**config.mk**
```make
export PLATFORM = sky130hd
export DESIGN_NAME = phase_scheduler_flat
export DESIGN_NICKNAME = d
export VERILOG_FILES = /design/src/rtl/traffic_pkg.sv /design/src/rtl/phase_scheduler_if.sv /design/src/rtl/phase_scheduler_rr_pick4.sv /design/src/rtl/phase_scheduler.sv /design/src/flat_wrapper.sv
export SDC_FILE = /design/constraint.sdc
export NUM_CORES = 1
export LEC_CHECK = 0
export BUFFER_PORTS_ARGS = -buffer_cell sky130_fd_sc_hd__buf_2
export CELL_PAD_IN_SITES_DETAIL_PLACEMENT = 2
export CELL_PAD_IN_SITES_GLOBAL_PLACEMENT = 2
export CORE_MARGIN = 2
export CORE_UTILIZATION = 29
export CTS_BUF_LIST = sky130_fd_sc_hd__clkbuf_16
export CTS_CLUSTER_DIAMETER = 200
export CTS_CLUSTER_SIZE = 40
export DETAILED_ROUTE_END_ITERATION = 8
export PLACE_DENSITY_LB_ADDON = 0.1
export SYNTH_ARGS = -nofsm -noshare
export SYNTH_HDL_FRONTEND = slang
export SYNTH_HIERARCHICAL = 1
export SYNTH_SLANG_ARGS = --single-unit
```
**constraint.sdc**
```tcl
create_clock -name Clk -period 2.5 [get_ports Clk]
set_input_delay 0.5 -clock Clk [delete_from_list [all_inputs] [get_ports Clk]]
set_output_delay 0.5 -clock Clk [all_outputs]
set_load 0.03 [all_outputs]
```
**src/rtl/traffic_pkg.sv**
```systemverilog
// rtl/traffic_pkg.sv - shared types, encodings and default timings for the phase scheduler
// Purpose: FSM state and approach encodings, default phase timings, and a
//          fixed-priority pick helper used for emergency arbitration.
// Ports:   none (package).
package traffic_pkg;

  typedef enum logic [1:0] {
    ALL_RED   = 2'd0,
    GREEN     = 2'd1,
    YELLOW    = 2'd2,
    EMG_GREEN = 2'd3
  } state_e;

  typedef enum logic [1:0] {
    DIR_N = 2'd0,
    DIR_E = 2'd1,
    DIR_S = 2'd2,
    DIR_W = 2'd3
  } dir_e;

  localparam int DEF_T_ALLRED    = 2;
  localparam int DEF_T_YELLOW    = 4;
  localparam int DEF_T_GREEN_MIN = 8;
  localparam int DEF_T_GREEN_MAX = 24;

  // Lowest set index wins (N > E > S > W); returns 0 for an empty vector.
  function automatic logic [1:0] lowest_set(input logic [3:0] v);
    logic [1:0] r;
    r = 2'd0;
    for (int i = 3; i >= 0; i--) begin
      if (v[i]) r = 2'(i);
    end
    return r;
  endfunction

endpackage

```
**src/rtl/phase_scheduler_if.sv**
```systemverilog
// rtl/phase_scheduler_if.sv - request/lamp bundle between controller and intersection
// Purpose: groups the demand inputs and lamp/grant outputs of phase_scheduler.
// Ports:   car_req, emg_req (to scheduler); emg_ack, green, yellow, red,
//          cur_dir (from scheduler). master = requester side, slave = scheduler.
interface phase_scheduler_if;
  logic [3:0] car_req;
  logic [3:0] emg_req;
  logic [3:0] emg_ack;
  logic [3:0] green;
  logic [3:0] yellow;
  logic [3:0] red;
  logic [1:0] cur_dir;

  modport master (
    output car_req, emg_req,
    input  emg_ack, green, yellow, red, cur_dir
  );

  modport slave (
    input  car_req, emg_req,
    output emg_ack, green, yellow, red, cur_dir
  );
endinterface

```
**src/rtl/phase_scheduler_rr_pick4.sv**
```systemverilog
// rtl/phase_scheduler_rr_pick4.sv - round-robin pick among four approaches
// Purpose: finds the first set req bit searching upward from last+1 (mod 4).
// Ports:   req[3:0], last[1:0] in; valid, idx[1:0] out (combinational).
module rr_pick4 (
  input  logic [3:0] req,
  input  logic [1:0] last,
  output logic       valid,
  output logic [1:0] idx
);

  logic [1:0] cand;

  // Walk offsets from farthest (4 == last itself) to nearest (1) so the
  // nearest requester after last is the one left standing.
  always_comb begin
    valid = 1'b0;
    idx   = last;
    cand  = 2'd0;
    for (int k = 4; k >= 1; k--) begin
      cand = last + 2'(k);
      if (req[cand]) begin
        valid = 1'b1;
        idx   = cand;
      end
    end
  end

endmodule

```
**src/rtl/phase_scheduler.sv**
```systemverilog
// rtl/phase_scheduler.sv - four-approach traffic phase scheduler with emergency preemption
// Purpose: Moore FSM (ALL_RED, GREEN, YELLOW, EMG_GREEN) sequencing lamps for
//          four approaches, round-robin normal service, fixed-priority
//          emergency service with ack handshake.
// Ports:   Clk (rising edge), reset (sync, active low),
//          bus.slave: car_req/emg_req in; emg_ack/green/yellow/red/cur_dir out.
module phase_scheduler
  import traffic_pkg::*;
#(
  parameter int T_ALLRED    = DEF_T_ALLRED,
  parameter int T_YELLOW    = DEF_T_YELLOW,
  parameter int T_GREEN_MIN = DEF_T_GREEN_MIN,
  parameter int T_GREEN_MAX = DEF_T_GREEN_MAX
) (
  input  logic                Clk,
  input  logic                reset,
  phase_scheduler_if.slave    bus
);

  localparam logic [1:0] ST_ALL_RED   = ALL_RED;
  localparam logic [1:0] ST_GREEN     = GREEN;
  localparam logic [1:0] ST_YELLOW    = YELLOW;
  localparam logic [1:0] ST_EMG_GREEN = EMG_GREEN;

  // Last count value of each timed interval; decisions fire at or past it.
  localparam logic [7:0] ALLRED_LAST    = 8'(T_ALLRED - 1);
  localparam logic [7:0] YELLOW_LAST    = 8'(T_YELLOW - 1);
  localparam logic [7:0] GREEN_MIN_LAST = 8'(T_GREEN_MIN - 1);
  localparam logic [7:0] GREEN_MAX_LAST = 8'(T_GREEN_MAX - 1);

  logic [1:0] state, state_nx;
  logic [7:0] count;
  logic [1:0] cur_dir, dir_nx;
  logic [1:0] last_served;
  logic [3:0] dir_mask;
  logic       other_car, other_emg;
  logic       rr_valid;
  logic [1:0] rr_idx;
  logic       entering_green;

  rr_pick4 u_rr (
    .req   (bus.car_req),
    .last  (last_served),
    .valid (rr_valid),
    .idx   (rr_idx)
  );

  assign dir_mask  = 4'b0001 << cur_dir;
  assign other_car = |(bus.car_req & ~dir_mask);
  assign other_emg = |(bus.emg_req & ~dir_mask);

  always_comb begin
    state_nx = state;
    dir_nx   = cur_dir;
    case (state)
      ST_ALL_RED: begin
        if (count >= ALLRED_LAST) begin
          if (|bus.emg_req) begin
            state_nx = ST_EMG_GREEN;
            dir_nx   = lowest_set(bus.emg_req);
          end else if (rr_valid) begin
            state_nx = ST_GREEN;
            dir_nx   = rr_idx;
          end
        end
      end
      ST_GREEN: begin
        // Own emergency converts the green in place; a foreign one cuts it
        // short regardless of minimum green.
        if (bus.emg_req[cur_dir]) begin
          state_nx = ST_EMG_GREEN;
        end else if (other_emg) begin
          state_nx = ST_YELLOW;
        end else if (other_car &&
                     (count >= GREEN_MIN_LAST || count >= GREEN_MAX_LAST)) begin
          state_nx = ST_YELLOW;
        end
      end
      ST_YELLOW: begin
        if (count >= YELLOW_LAST) state_nx = ST_ALL_RED;
      end
      ST_EMG_GREEN: begin
        if (!bus.emg_req[cur_dir]) state_nx = ST_YELLOW;
      end
      default: state_nx = ST_ALL_RED;
    endcase
  end

  assign entering_green = (state_nx != state) &&
                          (state_nx == ST_GREEN || state_nx == ST_EMG_GREEN);

  always_ff @(posedge Clk) begin
    if (!reset) begin
      state       <= ST_ALL_RED;
      count       <= 8'd0;
      cur_dir     <= 2'd0;
      last_served <= 2'd3;
    end else begin
      state   <= state_nx;
      cur_dir <= dir_nx;
      if (state_nx != state) begin
        count <= 8'd0;
      end else if (count != 8'hFF) begin
        count <= count + 8'd1;
      end
      if (entering_green) last_served <= dir_nx;
    end
  end

  // Lamps and grant decode straight from registered state and direction.
  always_comb begin
    bus.green   = 4'b0000;
    bus.yellow  = 4'b0000;
    bus.emg_ack = 4'b0000;
    if (state == ST_GREEN || state == ST_EMG_GREEN) bus.green = dir_mask;
    if (state == ST_YELLOW) bus.yellow = dir_mask;
    if (state == ST_EMG_GREEN) bus.emg_ack = dir_mask;
    bus.red = ~(bus.green | bus.yellow);
  end

  assign bus.cur_dir = cur_dir;

endmodule

```
**src/flat_wrapper.sv**
```systemverilog
// flat-port wrapper written by rule: the top's interface ports become plain ports
module phase_scheduler_flat import traffic_pkg::*;
#(
  parameter int T_ALLRED    = DEF_T_ALLRED,
  parameter int T_YELLOW    = DEF_T_YELLOW,
  parameter int T_GREEN_MIN = DEF_T_GREEN_MIN,
  parameter int T_GREEN_MAX = DEF_T_GREEN_MAX
)
  (Clk, reset, bus_car_req, bus_emg_req, bus_emg_ack, bus_green, bus_yellow, bus_red, bus_cur_dir);
  phase_scheduler_if bus_i ();
  input  logic Clk;
  input  logic reset;
  input wire logic [$bits(bus_i.car_req)-1:0] bus_car_req;
  input wire logic [$bits(bus_i.emg_req)-1:0] bus_emg_req;
  output wire logic [$bits(bus_i.emg_ack)-1:0] bus_emg_ack;
  output wire logic [$bits(bus_i.green)-1:0] bus_green;
  output wire logic [$bits(bus_i.yellow)-1:0] bus_yellow;
  output wire logic [$bits(bus_i.red)-1:0] bus_red;
  output wire logic [$bits(bus_i.cur_dir)-1:0] bus_cur_dir;
  assign bus_i.car_req = bus_car_req;
  assign bus_i.emg_req = bus_emg_req;
  assign bus_emg_ack = bus_i.emg_ack;
  assign bus_green = bus_i.green;
  assign bus_yellow = bus_i.yellow;
  assign bus_red = bus_i.red;
  assign bus_cur_dir = bus_i.cur_dir;
  phase_scheduler #(.T_ALLRED(T_ALLRED), .T_YELLOW(T_YELLOW), .T_GREEN_MIN(T_GREEN_MIN), .T_GREEN_MAX(T_GREEN_MAX)) u_core (.Clk(Clk), .reset(reset), .bus(bus_i));
endmodule
```
---- Word level (Yosys, flattened, before mapping) ----
Index checks and enable logic that the tools add are counted.
cells by class
  $add $sub $neg .......................... 4
  multiply operators ...................... 0
  div/mod/pow operators ................... 0
  $lt $le $gt $ge ......................... 9
  eq/ne operators ......................... 7
  shifts and indexed selects .............. 1
  multiplexer cells ....................... 37
  bitwise gates (word level) .............. 6
  reductions and logical operators ........ 10
operator list
  kind                   number
  $mux W2                19
  $lt A2 B3 Y1 const B   5
  $mux W4                3
  $reduce_or A4 Y1       3
  $bmux W1 S2            5
  $mux W1                9
  $add A8 B1 Y8 const B  1
  $and A4 B4 Y4          2
  $ge A8 B1 Y1 const B   1
  $ge A8 B2 Y1 const B   1
  $ge A8 B3 Y1 const B   1
  $ge A8 B5 Y1 const B   1
  $ne A8 B8 Y1 const B   1
  $not A4 Y4             2
  $pmux W2 S4            1
  $eq A2 B2 Y1 const B   3
  $add A2 B2 Y2 const B  2
  $eq A2 B1 Y1 const B   2
  $or A4 B4 Y4           1
  $shl A1 B2 Y4 const A  1
  $logic_or A1 B1 Y1     3
  $add A2 B1 Y2 const B  1
  $logic_and A1 B1 Y1    2
  $logic_not A2 Y1       1
  3 further kinds        3
storage, ports and cells
  flip-flop bits (word level) ............. 14
  bits in latches ......................... 0
  memory bits (writable) .................. 0
  ROM bits ................................ 0
  input port bits ......................... 10
  logic and storage cells ................. 78
  memories ................................ 0

---- Depth between registers and ports, before layout ----
Gate-level depths: netlist (run 1).
  depth in word-level cells ............... 13
  gate-level depth with buffers ........... 9
  mapped depth without buffers ............ 9

---- Modules after synthesis ----
Netlist (run 1), hierarchy kept.
modules (own cells, without submodules)
  module           instances  cells each  area an instance (µm²)  sequential area each (µm²)
  phase_scheduler  1          142         1057.3                  280.3
  rr_pick4         1          14          82.6                    0.0

---- Worst setup path before layout (run 1) ----
OpenSTA, ideal clock, no wires.
  path type ............................... reg2reg
  from .................................... reg u_core.cur_dir[0], in the netlist u_core/bus.cur_dir[0]
  to ...................................... reg u_core.last_served[1]
  library setup time ...................... 0.122 ns
  data arrival time ....................... 2.242 ns
  data required time ...................... 2.378 ns
  setup slack ............................. 0.136 ns
  cell stages (with the launch flop) ...... 7
  buffers on the path ..................... 1
  path through ............................ dfxtp_1 buf_2 nand2b_1 o32ai_1 or4_1 a221o_1 a311o_1
on the way
  word-level cells in the longest chain between the ends .. 12
  elaborated cells between the ends (all ways) .. 19
  those cells by class .................... 3 x eq/ne; 1 x shift; 7 x mux; 3 x bitwise; 5 x reduce/logical
RTL lines
  what                                                 RTL line                                      source
  from (decl)                                          phase_scheduler.sv:33                         logic [1:0] cur_dir, dir_nx;
  from (signal assigned)                               phase_scheduler.sv:100                        cur_dir <= dir_nx;
  $shl A1 B2 Y4                                        phase_scheduler.sv:48                         assign dir_mask = 4'b0001 << cur_dir;
  $not A4 Y4                                           phase_scheduler.sv:49, phase_scheduler.sv:50
  $and A4 B4 Y4                                        phase_scheduler.sv:49                         assign other_car = |(bus.car_req & ~dir_mask);
  $reduce_or A4 Y1                                     phase_scheduler.sv:49
  $logic_and A1 B1 Y1                                  phase_scheduler.sv:74                         end else if (other_car &&
  $mux W2                                              phase_scheduler.sv:74
  $mux W2                                              phase_scheduler.sv:72                         end else if (other_emg) begin
  $mux W2                                              phase_scheduler.sv:70                         if (bus.emg_req[cur_dir]) begin
  $pmux W2 S4 (*)                                      phase_scheduler.sv:55                         case (state)
  $eq A2 B1 Y1 / $eq A2 B2 Y1 (equally long branches)  phase_scheduler.sv:90                         (state_nx == ST_GREEN || state_nx == ST_EMG_GREEN);
  $logic_or A1 B1 Y1                                   phase_scheduler.sv:90
  $logic_and A1 B1 Y1 (*)                              phase_scheduler.sv:89                         assign entering_green = (state_nx != state) &&
  to (signal assigned)                                 phase_scheduler.sv:106                        if (entering_green) last_served <= dir_nx;
  to (decl)                                            phase_scheduler.sv:34                         logic [1:0] last_served;
Every way passes the cells marked *; elsewhere a longest branch is shown, timed or not. The select of a mux whose other input is x is not followed.
A chain may end at the register's enable or synchronous reset.

---- Final worst setup path (run 1) ----
  from .................................... reg u_core.count[1]
  to ...................................... reg u_core.count[7]
on the way
  word-level cells in the longest chain between the ends .. 9
  elaborated cells between the ends (all ways) .. 16
  those cells by class .................... 1 x add/sub; 4 x order compare; 2 x eq/ne; 6 x mux; 3 x reduce/logical
RTL lines
  what                                                 RTL line                source
  from (decl)                                          phase_scheduler.sv:32   logic [7:0] count;
  from (signal assigned)                               phase_scheduler.sv:104  count <= count + 8'd1;
  $ge A8 B3 Y1 / $ge A8 B5 Y1 (equally long branches)  phase_scheduler.sv:75   (count >= GREEN_MIN_LAST || count >= GREEN_MAX_LAST)) begin
  $logic_or A1 B1 Y1                                   phase_scheduler.sv:75
  $logic_and A1 B1 Y1                                  phase_scheduler.sv:74
  $mux W2                                              phase_scheduler.sv:74
  $mux W2                                              phase_scheduler.sv:72
  $mux W2                                              phase_scheduler.sv:70
  $pmux W2 S4                                          phase_scheduler.sv:55
  $ne A2 B2 Y1                                         phase_scheduler.sv:101  if (state_nx != state) begin
  $reduce_or A2 Y1 (no source line)                    -
Parallel ways exist; a longest one is shown, timed or not.

==> results of run 1 <==
==> kinds of logic after synthesis <==
family                   share of synthesized area, %
multiplexers                                    3.842
XOR/XNOR                                        3.074
AO/OA/AOI/OAI                                   18.55
adder cells (fa/ha/maj)                         3.293
buffers and inverters                           5.378
AND/OR/NAND/NOR                                 41.27
flip-flops                                      24.59
==> routing by layer <==
layer  track usage, %  part of all wire (%)  vias to the layer above  wire length [um]
met3            1.520                   1.7                        2                62
met4            3.061                  0.24                        0                 9
met5                0                     0                        -                 0
met1            21.13                    44                      615              1645
met2            35.88                    54                       10              2037
li1                 -                     -                      622                 -
==> worst max-delay path, delay by kind of cell (launching register included) <==
family,cells,cell delay (ns)
buf+inv,1,0.08
fa+ha+maj,1,0.18
simple gates,4,0.95
compound gates,2,0.69
flops,1,0.35
==> final cells by class <==
class / instances / area (sq um) / share of cell area [%]
clock buffer: 3 / 75.07 / 5.245
sequential: 14 / 280.3 / 19.58
inverter: 9 / 33.78 / 2.360
tap: 48 / 60.06 / 4.196
multi-input combinational: 127 / 798.3 / 55.77
timing repair buffer: 33 / 180.2 / 12.59
clock inverter: 1 / 3.754 / 0.2622
==> path summary, 6_finish.rpt <==
| path | from | endpoint | slack (ns) | cells past startpoint |
|---|---|---|---|---|
| setup / recovery | u_core/count[1] | u_core/count[7] | 0.17 | 8 |
| hold / removal | reset | u_core/last_served[0] | 0.52 | 2 |
| setup reg to reg | u_core/count[1] | u_core/count[7] | 0.17 | 8 |
| hold reg to reg | u_core/count[5] | u_core/count[5] | 0.58 | 2 |
==> where the power goes <==
| group | internal (mW) | switching, mW | leakage [nW] |
|---|---|---|---|
| logic | 0.341 | 0.556 | 0.460 |
| registers | 0.275 | 0.0735 | 0.114 |
| clock network | 0.211 | 0.0901 | 0.0385 |
==> cells in the final DEF (no fill, tap or decap), types with 4 or more instances in the layout <==
| master | n |
|---|---|
| nor2_1 | 30 |
| a21oi_1 | 9 |
| buf_2 | 27 |
| dfxtp_1 | 14 |
| nand2_1 | 14 |
| nand3_1 | 4 |
| or2_2 | 4 |
| buf_4 | 6 |
| nor3_1 | 10 |
| inv_1 | 9 |
==> registers in the layout, indices dropped and copies added (netlist names) <==
name / count
u_core/bus.cur_dir: 2
u_core/count: 8
u_core/last_served: 2
u_core/state: 2
==> results.sh, run 1 <==
export IMPL_clock_skew_ns=0.004058
export IMPL_ant_nets=0
export IMPL_numCtsBuffers=3
export IMPL_cts_root_buffer="clkbuf_16"
export IMPL_grt_usage_pct=18.16
export IMPL_synth_area_sq_um=1140
export IMPL_cts_tree="yes"
export IMPL_worstSetupPathType="flip-flop to flip-flop"
export IMPL_port_buffers=27
export IMPL_total_leakage_power_nw=0.6130
export IMPL_max_stage_delay_ns=0.49
export IMPL_worstPathRequired_ns=2.67
export IMPL_yosys_area_top_type_share_pct=24.59
export IMPL_finalHoldViolCount=0
export IMPL_rows=22
export IMPL_timing_final_crit_share_pct=93.10
export IMPL_worstSetupStartpointType="flip-flop"
export IMPL_slew_headroom_pct=69.63
export IMPL_min_path_type="input port to flip-flop"
export IMPL_design_area_sq_um=1431
export IMPL_worst_slack_ns=0.1724
export IMPL_grt_pass1_wl_mm=6.334
export IMPL_slew_violations=0
export IMPL_grt_pass1_vias=1323
export IMPL_run_status="finished clean"
export IMPL_power_mw=1.547
export IMPL_worstPathArrival_ns=2.50
export IMPL_cpMaxStageDelayCell="or3b_2"
export IMPL_io_pin_count=28
export IMPL_synth_top_area_cell="dfxtp_1"
export IMPL_syn_nets=169
export IMPL_h_tree_depth=1
export IMPL_dpl_cell_area_sq_um=1330
export IMPL_syn_area_per_cell_sq_um=7.307
export IMPL_clock_path_buffers=2
export IMPL_first_iter_violations=24
export IMPL_die_x_um=66.70
export IMPL_clk_pin_slew_worst_paths_ns=0.05
export IMPL_clk_insertion_delay_late_ns=0.24
export IMPL_syn_to_final_growth_pct=25.58
export IMPL_ys_seq_area_share_pct=24.59
export IMPL_fp_coreArea_sq_um=3716
export IMPL_drc=0
export IMPL_drv_cap=0
export IMPL_cp_end_kind="flip-flop"
export IMPL_n_antenna_cell=0
export IMPL_wirelength_mm=3.755
export IMPL_cts_resized=0
export IMPL_power_density_nw_per_um2=1081
export IMPL_synthCells=156
export IMPL_grt_ovfl_total=0
export IMPL_drt_vias_per_instance=5.315
export IMPL_synth_edf_count=0
export IMPL_fmax_mhz=429.6
export IMPL_antenna_found_initial=0
export IMPL_fin_nets=201
export IMPL_ys_top_cells_by_count="nor2_1 (30), dfxtp_1 (14), nand2_1 (14)"
export IMPL_vias=1249
export IMPL_fin_cells=235
export IMPL_worstPathCellList="inv_1, ha_1, or3b_2, o31ai_4, or2_2, nand2_1, a311o_2, nor3_2"
export IMPL_cts_sinks=14
export IMPL_dieArea_sq_um=4448
export IMPL_async_flop_share_pct=0
export IMPL_pre_cts_ws_ns=0.03590
export IMPL_hold_ws_ns=0.5213
export IMPL_place_inst=228
export IMPL_drive_gt1_share_pct=27.81
export IMPL_setup_viol=0
export IMPL_hpwlAfterDp_mm=2.983
export IMPL_fillerInstances=459
export IMPL_fin_util_pct=38.52
export IMPL_die_h_um=66.70
export IMPL_grt_start_max_net_pins=17
export IMPL_ctsHoldBuffers=0
export IMPL_finalWeightedCongestion=0.7351
export IMPL_ys_ff_latch=14
export IMPL_critPathMaxFanout=8
export IMPL_ir_worst_vdd_mv=0.3535
export IMPL_start_util_pct=30.67
export IMPL_drt_pass1_iterations=4
export IMPL_post_synth_top_count_cell="nor2_1"
export IMPL_yosys_top_cells_area="dfxtp_1 (25%), nor2_1 (9.9%), nand2_1 (4.6%)"
export IMPL_grt_setup_unrepaired="no"
export IMPL_synth_cell_types=42
export IMPL_worst_slew_pin_slew_ns=0.4485
export IMPL_yosys_warnings=6
export IMPL_timing_final_crit_period_ns=2.328
export IMPL_fin_setup_tns_ns=0
export IMPL_wl_per_cell_um=15.98
export IMPL_cts_setup_buffers=0
export IMPL_synth_main_ff_cell="dfxtp_1"
Power figures use the tool's default switching activity.
==> run 2, diff against run 1 <==
--- a/config.mk
+++ b/config.mk
@@ -15,6 +15,7 @@
 export CTS_CLUSTER_SIZE = 40
 export DETAILED_ROUTE_END_ITERATION = 8
 export PLACE_DENSITY_LB_ADDON = 0.1
+export REMOVE_ABC_BUFFERS = 1
 export SYNTH_ARGS = -nofsm -noshare
 export SYNTH_HDL_FRONTEND = slang
 export SYNTH_HIERARCHICAL = 1
==> run 2 against run 1 <==
Effect of this change:
- first-iteration DRC count grew 4.2%
- clock skew shrank 0.0032 ns
- clock power about the same
- hold slack gained 0.0010 ns
- global-route usage is 0.40 points higher
- highest routed layer unchanged
==> results.sh, run 2 (synthesized netlist as in run 1, its figures left out) <==
export IMPL_fmax_mhz=433.0
export IMPL_clock_path_buffers=2
export IMPL_drt_vias_per_instance=5.433
export IMPL_worstPathArrival_ns=2.44
export IMPL_cts_tree="yes"
export IMPL_cts_sinks=14
export IMPL_max_stage_delay_ns=0.58
export IMPL_grt_setup_unrepaired="no"
export IMPL_min_path_type="input port to flip-flop"
export IMPL_worst_slack_ns=0.1904
export IMPL_timing_final_crit_period_ns=2.310
export IMPL_drt_pass1_iterations=4
export IMPL_worstSetupPathType="flip-flop to flip-flop"
export IMPL_die_x_um=66.70
export IMPL_n_antenna_cell=0
export IMPL_clk_pin_slew_worst_paths_ns=0.05
export IMPL_wirelength_mm=3.803
export IMPL_cp_end_kind="flip-flop"
export IMPL_critPathMaxFanout=6
export IMPL_slew_violations=0
export IMPL_clk_insertion_delay_late_ns=0.24
export IMPL_fin_util_pct=38.15
export IMPL_port_buffers=27
export IMPL_grt_pass1_wl_mm=6.258
export IMPL_timing_final_crit_share_pct=92.38
export IMPL_rr_startpoint="u_core/count[3]"
export IMPL_grt_start_max_net_pins=16
export IMPL_dieArea_sq_um=4448
export IMPL_clock_skew_ns=0.0008597
export IMPL_largest_register_ffs=8
export IMPL_dpl_cell_area_sq_um=1338
export IMPL_pre_cts_ws_ns=0.04696
export IMPL_first_iter_violations=25
export IMPL_worst_slew_pin_slew_ns=0.4570
export IMPL_final_common_cell="nor2_1"
export IMPL_reg2reg_to="u_core/last_served[1]"
export IMPL_antenna_found_initial=0
export IMPL_wl_per_cell_um=16.32
export IMPL_run_status="finished clean"
export IMPL_rrSetupSlack_ns=0.19
export IMPL_fin_nets=199
export IMPL_setup_viol=0
export IMPL_worstSetupStartpointType="flip-flop"
export IMPL_vias=1266
export IMPL_drc=0
export IMPL_final_cell_mix="nor2_1 (30), buf_2 (27), nand2_1 (14)"
export IMPL_grt_usage_pct=18.56
export IMPL_path_delay_family="compound AO/OA/AOI/OAI gates"
export IMPL_start_util_pct=30.67
export IMPL_drv_cap=0
export IMPL_worstHoldEndpoint="u_core/last_served[0]"
export IMPL_die_h_um=66.70
export IMPL_cts_setup_buffers=0
export IMPL_numCtsBuffers=3
export IMPL_grt_ovfl_total=0
export IMPL_worstPathCellList="or4_4, nor3b_2, o311ai_1, a221o_1, a311o_1"
export IMPL_finalHoldViolCount=0
export IMPL_hpwlAfterDp_mm=2.979
export IMPL_io_pin_count=28
export IMPL_fp_coreArea_sq_um=3716
export IMPL_worstPathRequired_ns=2.63
export IMPL_holdCritStartpoint="reset"
export IMPL_syn_to_final_growth_pct=24.37
export IMPL_h_tree_depth=1
export IMPL_cpMaxStageDelayCell="or4_4"
export IMPL_ctsHoldBuffers=0
export IMPL_slew_headroom_pct=69.25
export IMPL_total_leakage_power_nw=0.6047
export IMPL_power_density_nw_per_um2=1068
export IMPL_ff2ff_path_depth=5
export IMPL_rows=22
export IMPL_ir_worst_vdd_mv=0.4039
export IMPL_drive_gt1_share_pct=27.57
export IMPL_cts_root_buffer="clkbuf_16"
export IMPL_ant_nets=0
export IMPL_fin_setup_tns_ns=0
export IMPL_cts_resized=0
export IMPL_place_inst=229
export IMPL_hold_path_depth=2
export IMPL_fin_cells=233
export IMPL_design_area_sq_um=1418
export IMPL_grt_pass1_vias=1321
export IMPL_regMostFlops="u_core/count"
export IMPL_finalWeightedCongestion=0.8167
export IMPL_crit_buf_inv=0
[run 2: power breakdown]
part	total (mW)	switching (mW)	internal, mW
registers	0.357	0.0809	0.277
clock network	0.304	0.0925	0.211
logic	0.853	0.542	0.310
[run 2: routing by layer]
metal / part of all wire, % / vias up / track usage, %
met5: 0 / - / 0
met4: 2.1 / 0 / 8.163
met3: 3.1 / 7 / 1.858
met2: 53 / 21 / 35.13
met1: 42 / 618 / 20.65
li1: - / 620 / -
[run 2: how the worst max path moves through the flow]
stage / start / endpoint / cells past startpoint
2_1_floorplan: u_core/bus.cur_dir[0] / u_core/last_served[1] / 5
3_3_place_gp: bus_car_req[0] / u_core/last_served[1] / 6
3_5_place_dp: bus_car_req[1] / u_core/last_served[1] / 6
4_1_cts: u_core/count[0] / u_core/last_served[1] / 6
5_1_grt: u_core/count[7] / u_core/last_served[1] / 5
6_report: u_core/count[3] / u_core/last_served[1] / 5
[run 2: layout make-up]
type / count / area (sq um)
Fill cell: 450 / 2298
Multi-Input combinational cell: 127 / 798.3
Sequential cell: 14 / 281.5
Timing Repair Buffer: 31 / 165.2
Clock buffer: 3 / 75.07
Tap cell: 48 / 60.06
Inverter: 9 / 33.78
Clock inverter: 1 / 3.754
[run 2: metrics by stage]
step | power, mW | hold WS, ns
floorplan | 0.9371 | 0.5237
detailed placement | 1.216 | 0.5820
global route | 1.650 | 0.5322
finish | 1.514 | 0.5223
CTS | 1.538 | 0.5278
global placement | 1.183 | 0.5520
==> run 3, diff against run 2 <==
==> constraint.sdc (replaced) <==
create_clock -name Clk -period 2.5 [get_ports Clk]
set_input_delay 0.375 -clock Clk [delete_from_list [all_inputs] [get_ports Clk]]
set_output_delay 0.375 -clock Clk [all_outputs]
set_load 0.03 [all_outputs]
==> run 3 against run 2 <==
Effect of this change:
- combinational power decreased by 0.7%
- largest power group unchanged
- die area unchanged
- non-clock buffer count unchanged
- final area increased by 0.71%
==> results.sh, run 3 (synthesized netlist as in run 1, its figures left out) <==
export IMPL_run_status="finished clean"
export IMPL_worstSetupPathType="flip-flop to flip-flop"
export IMPL_hold_ws_ns=0.3888
export IMPL_syn_to_final_growth_pct=25.25
export IMPL_n_antenna_cell=0
export IMPL_final_common_cell="nor2_1"
export IMPL_cp_end_kind="flip-flop"
export IMPL_cp_depth=6
export IMPL_final_cell_mix="nor2_1 (30), buf_2 (27), nand2_1 (14)"
export IMPL_rr_startpoint="u_core/count[0]"
export IMPL_drt_vias_per_instance=5.403
export IMPL_timing_final_crit_period_ns=2.355
export IMPL_ctsHoldBuffers=0
export IMPL_hpwlAfterDp_mm=2.902
export IMPL_ant_nets=0
export IMPL_fp_coreArea_sq_um=3716
export IMPL_pwr_share_clk_pct=20.4
export IMPL_worstPathArrival_ns=2.49
export IMPL_path_delay_family="simple AND/OR/NAND/NOR gates"
export IMPL_holdCritStartpoint="reset"
export IMPL_drt_pass1_iterations=4
export IMPL_vias=1259
export IMPL_combPwrFrac_pct=56.1
export IMPL_regMostFlops="u_core/count"
export IMPL_power_density_nw_per_um2=1057
export IMPL_die_x_um=66.70
export IMPL_wirelength_mm=3.681
export IMPL_setup_viol=0
export IMPL_port_buffers=27
export IMPL_fin_nets=199
export IMPL_clock_skew_ns=0.001100
export IMPL_io_pin_count=28
export IMPL_clock_path_buffers=2
export IMPL_ir_worst_vdd_mv=0.2618
export IMPL_timing_final_crit_share_pct=94.20
export IMPL_cts_tree="yes"
export IMPL_switchingPower_mw=0.7064
export IMPL_grt_pass1_wl_mm=6.361
export IMPL_drc=0
export IMPL_numCtsBuffers=3
export IMPL_worstPathRequired_ns=2.63
export IMPL_total_leakage_power_nw=0.6039
export IMPL_ff2ff_path_depth=6
export IMPL_grt_pass1_vias=1355
export IMPL_crit_buf_inv=0
export IMPL_clk_pin_slew_worst_paths_ns=0.05
export IMPL_cts_root_buffer="clkbuf_16"
export IMPL_rows=22
export IMPL_slew_violations=0
export IMPL_first_iter_violations=62
export IMPL_start_util_pct=30.67
export IMPL_intPower_mw=0.8024
export IMPL_grt_ovfl_total=0
export IMPL_worstSetupStartpointType="flip-flop"
export IMPL_fmax_mhz=424.6
export IMPL_h_tree_depth=1
export IMPL_fin_setup_tns_ns=0
export IMPL_worstPathCellList="ha_2, nand2_1, nor3b_2, or4_1, a221o_1, a311o_1"
export IMPL_hold_path_depth=2
export IMPL_startpoint="u_core/count[0]"
export IMPL_dieArea_sq_um=4448
export IMPL_drive_gt1_share_pct=28.65
export IMPL_p_seq_share_pct=23.5
export IMPL_cts_sinks=14
export IMPL_clk_insertion_delay_late_ns=0.24
export IMPL_slew_headroom_pct=69.03
export IMPL_wl_per_cell_um=15.80
export IMPL_critPathMaxFanout=5
export IMPL_max_stage_delay_ns=0.55
export IMPL_netSwitchingFraction_pct=46.82
export IMPL_rrSetupSlack_ns=0.14
export IMPL_fillerInstances=464
export IMPL_grt_start_max_net_pins=16
export IMPL_drv_cap=0
export IMPL_grt_setup_unrepaired="no"
export IMPL_min_path_type="input port to flip-flop"
export IMPL_worst_slew_pin_slew_ns=0.4604
export IMPL_finalWeightedCongestion=0.8232
export IMPL_finalHoldViolCount=0
export IMPL_grt_usage_pct=18.63
export IMPL_die_h_um=66.70
export IMPL_cpMaxStageDelayCell="or4_1"
export IMPL_antenna_found_initial=0
export IMPL_largest_register_ffs=8
[run 3: changes by cell type in the layout (fill, tap and decap cells not counted)]
cell / change
ha_1: -1
ha_2: +1
o32ai_1: -1
o32ai_2: +1
[run 3: power groups by stage]
stage / combinational, mW / clock (mW) / sequential (mW)
6_report: 0.847 / 0.307 / 0.355
5_1_grt: 0.941 / 0.329 / 0.369
4_1_cts: 0.857 / 0.316 / 0.353
3_5_place_dp: 0.851 / 0 / 0.357
3_3_place_gp: 0.826 / 0 / 0.355
2_1_floorplan: 0.552 / 0 / 0.385
[run 3: per-layer routing]
metal  vias to the layer above  part of all wire [%]  track usage (%)
li1                        619                     -                -
met1                       611                    44            21.47
met2                        22                    51            34.63
met3                         7                   3.2            2.196
met4                         0                   2.0            7.143
met5                         -                     0                0
[run 3: final timing paths]
path | endpoint
max | u_core/last_served[1]
min | u_core/last_served[0]
max reg2reg | u_core/last_served[1]
min reg2reg | u_core/count[7]
[run 3: metrics by stage]
| step | setup WS (ns) | power (mW) | util, % | std cells | cell area (sq um) |
|---|---|---|---|---|---|
| floorplan | 0.03167 | 0.9371 | - | 150 | 1112 |
| CTS | 0.01947 | 1.525 | 38.11 | 233 | 1416 |
| global placement | 0.1697 | 1.181 | 35.99 | 229 | 1338 |
| finish | 0.1449 | 1.509 | 38.42 | 233 | 1428 |
| global route | 0.01195 | 1.639 | 38.42 | 233 | 1428 |
| detailed placement | 0.07205 | 1.208 | 35.99 | 229 | 1338 |
[run 3: cell type report]
| class | count | area [sq um] | area share, % |
|---|---|---|---|
| Clock buffer | 3 | 75.07 | 5.259 |
| Clock inverter | 1 | 3.754 | 0.2629 |
| Inverter | 9 | 33.78 | 2.366 |
| Multi-Input combinational cell | 127 | 808.3 | 56.62 |
| Sequential cell | 14 | 281.5 | 19.72 |
| Tap cell | 48 | 60.06 | 4.207 |
| Timing Repair Buffer | 31 | 165.2 | 11.57 |
[run 3: what timing repair did]
item                                    CTS  global route
gates resized for setup                   0             3
buffers inserted                          0             0
endpoints found under the hold margin     0             0
endpoints found under the setup margin    0             2
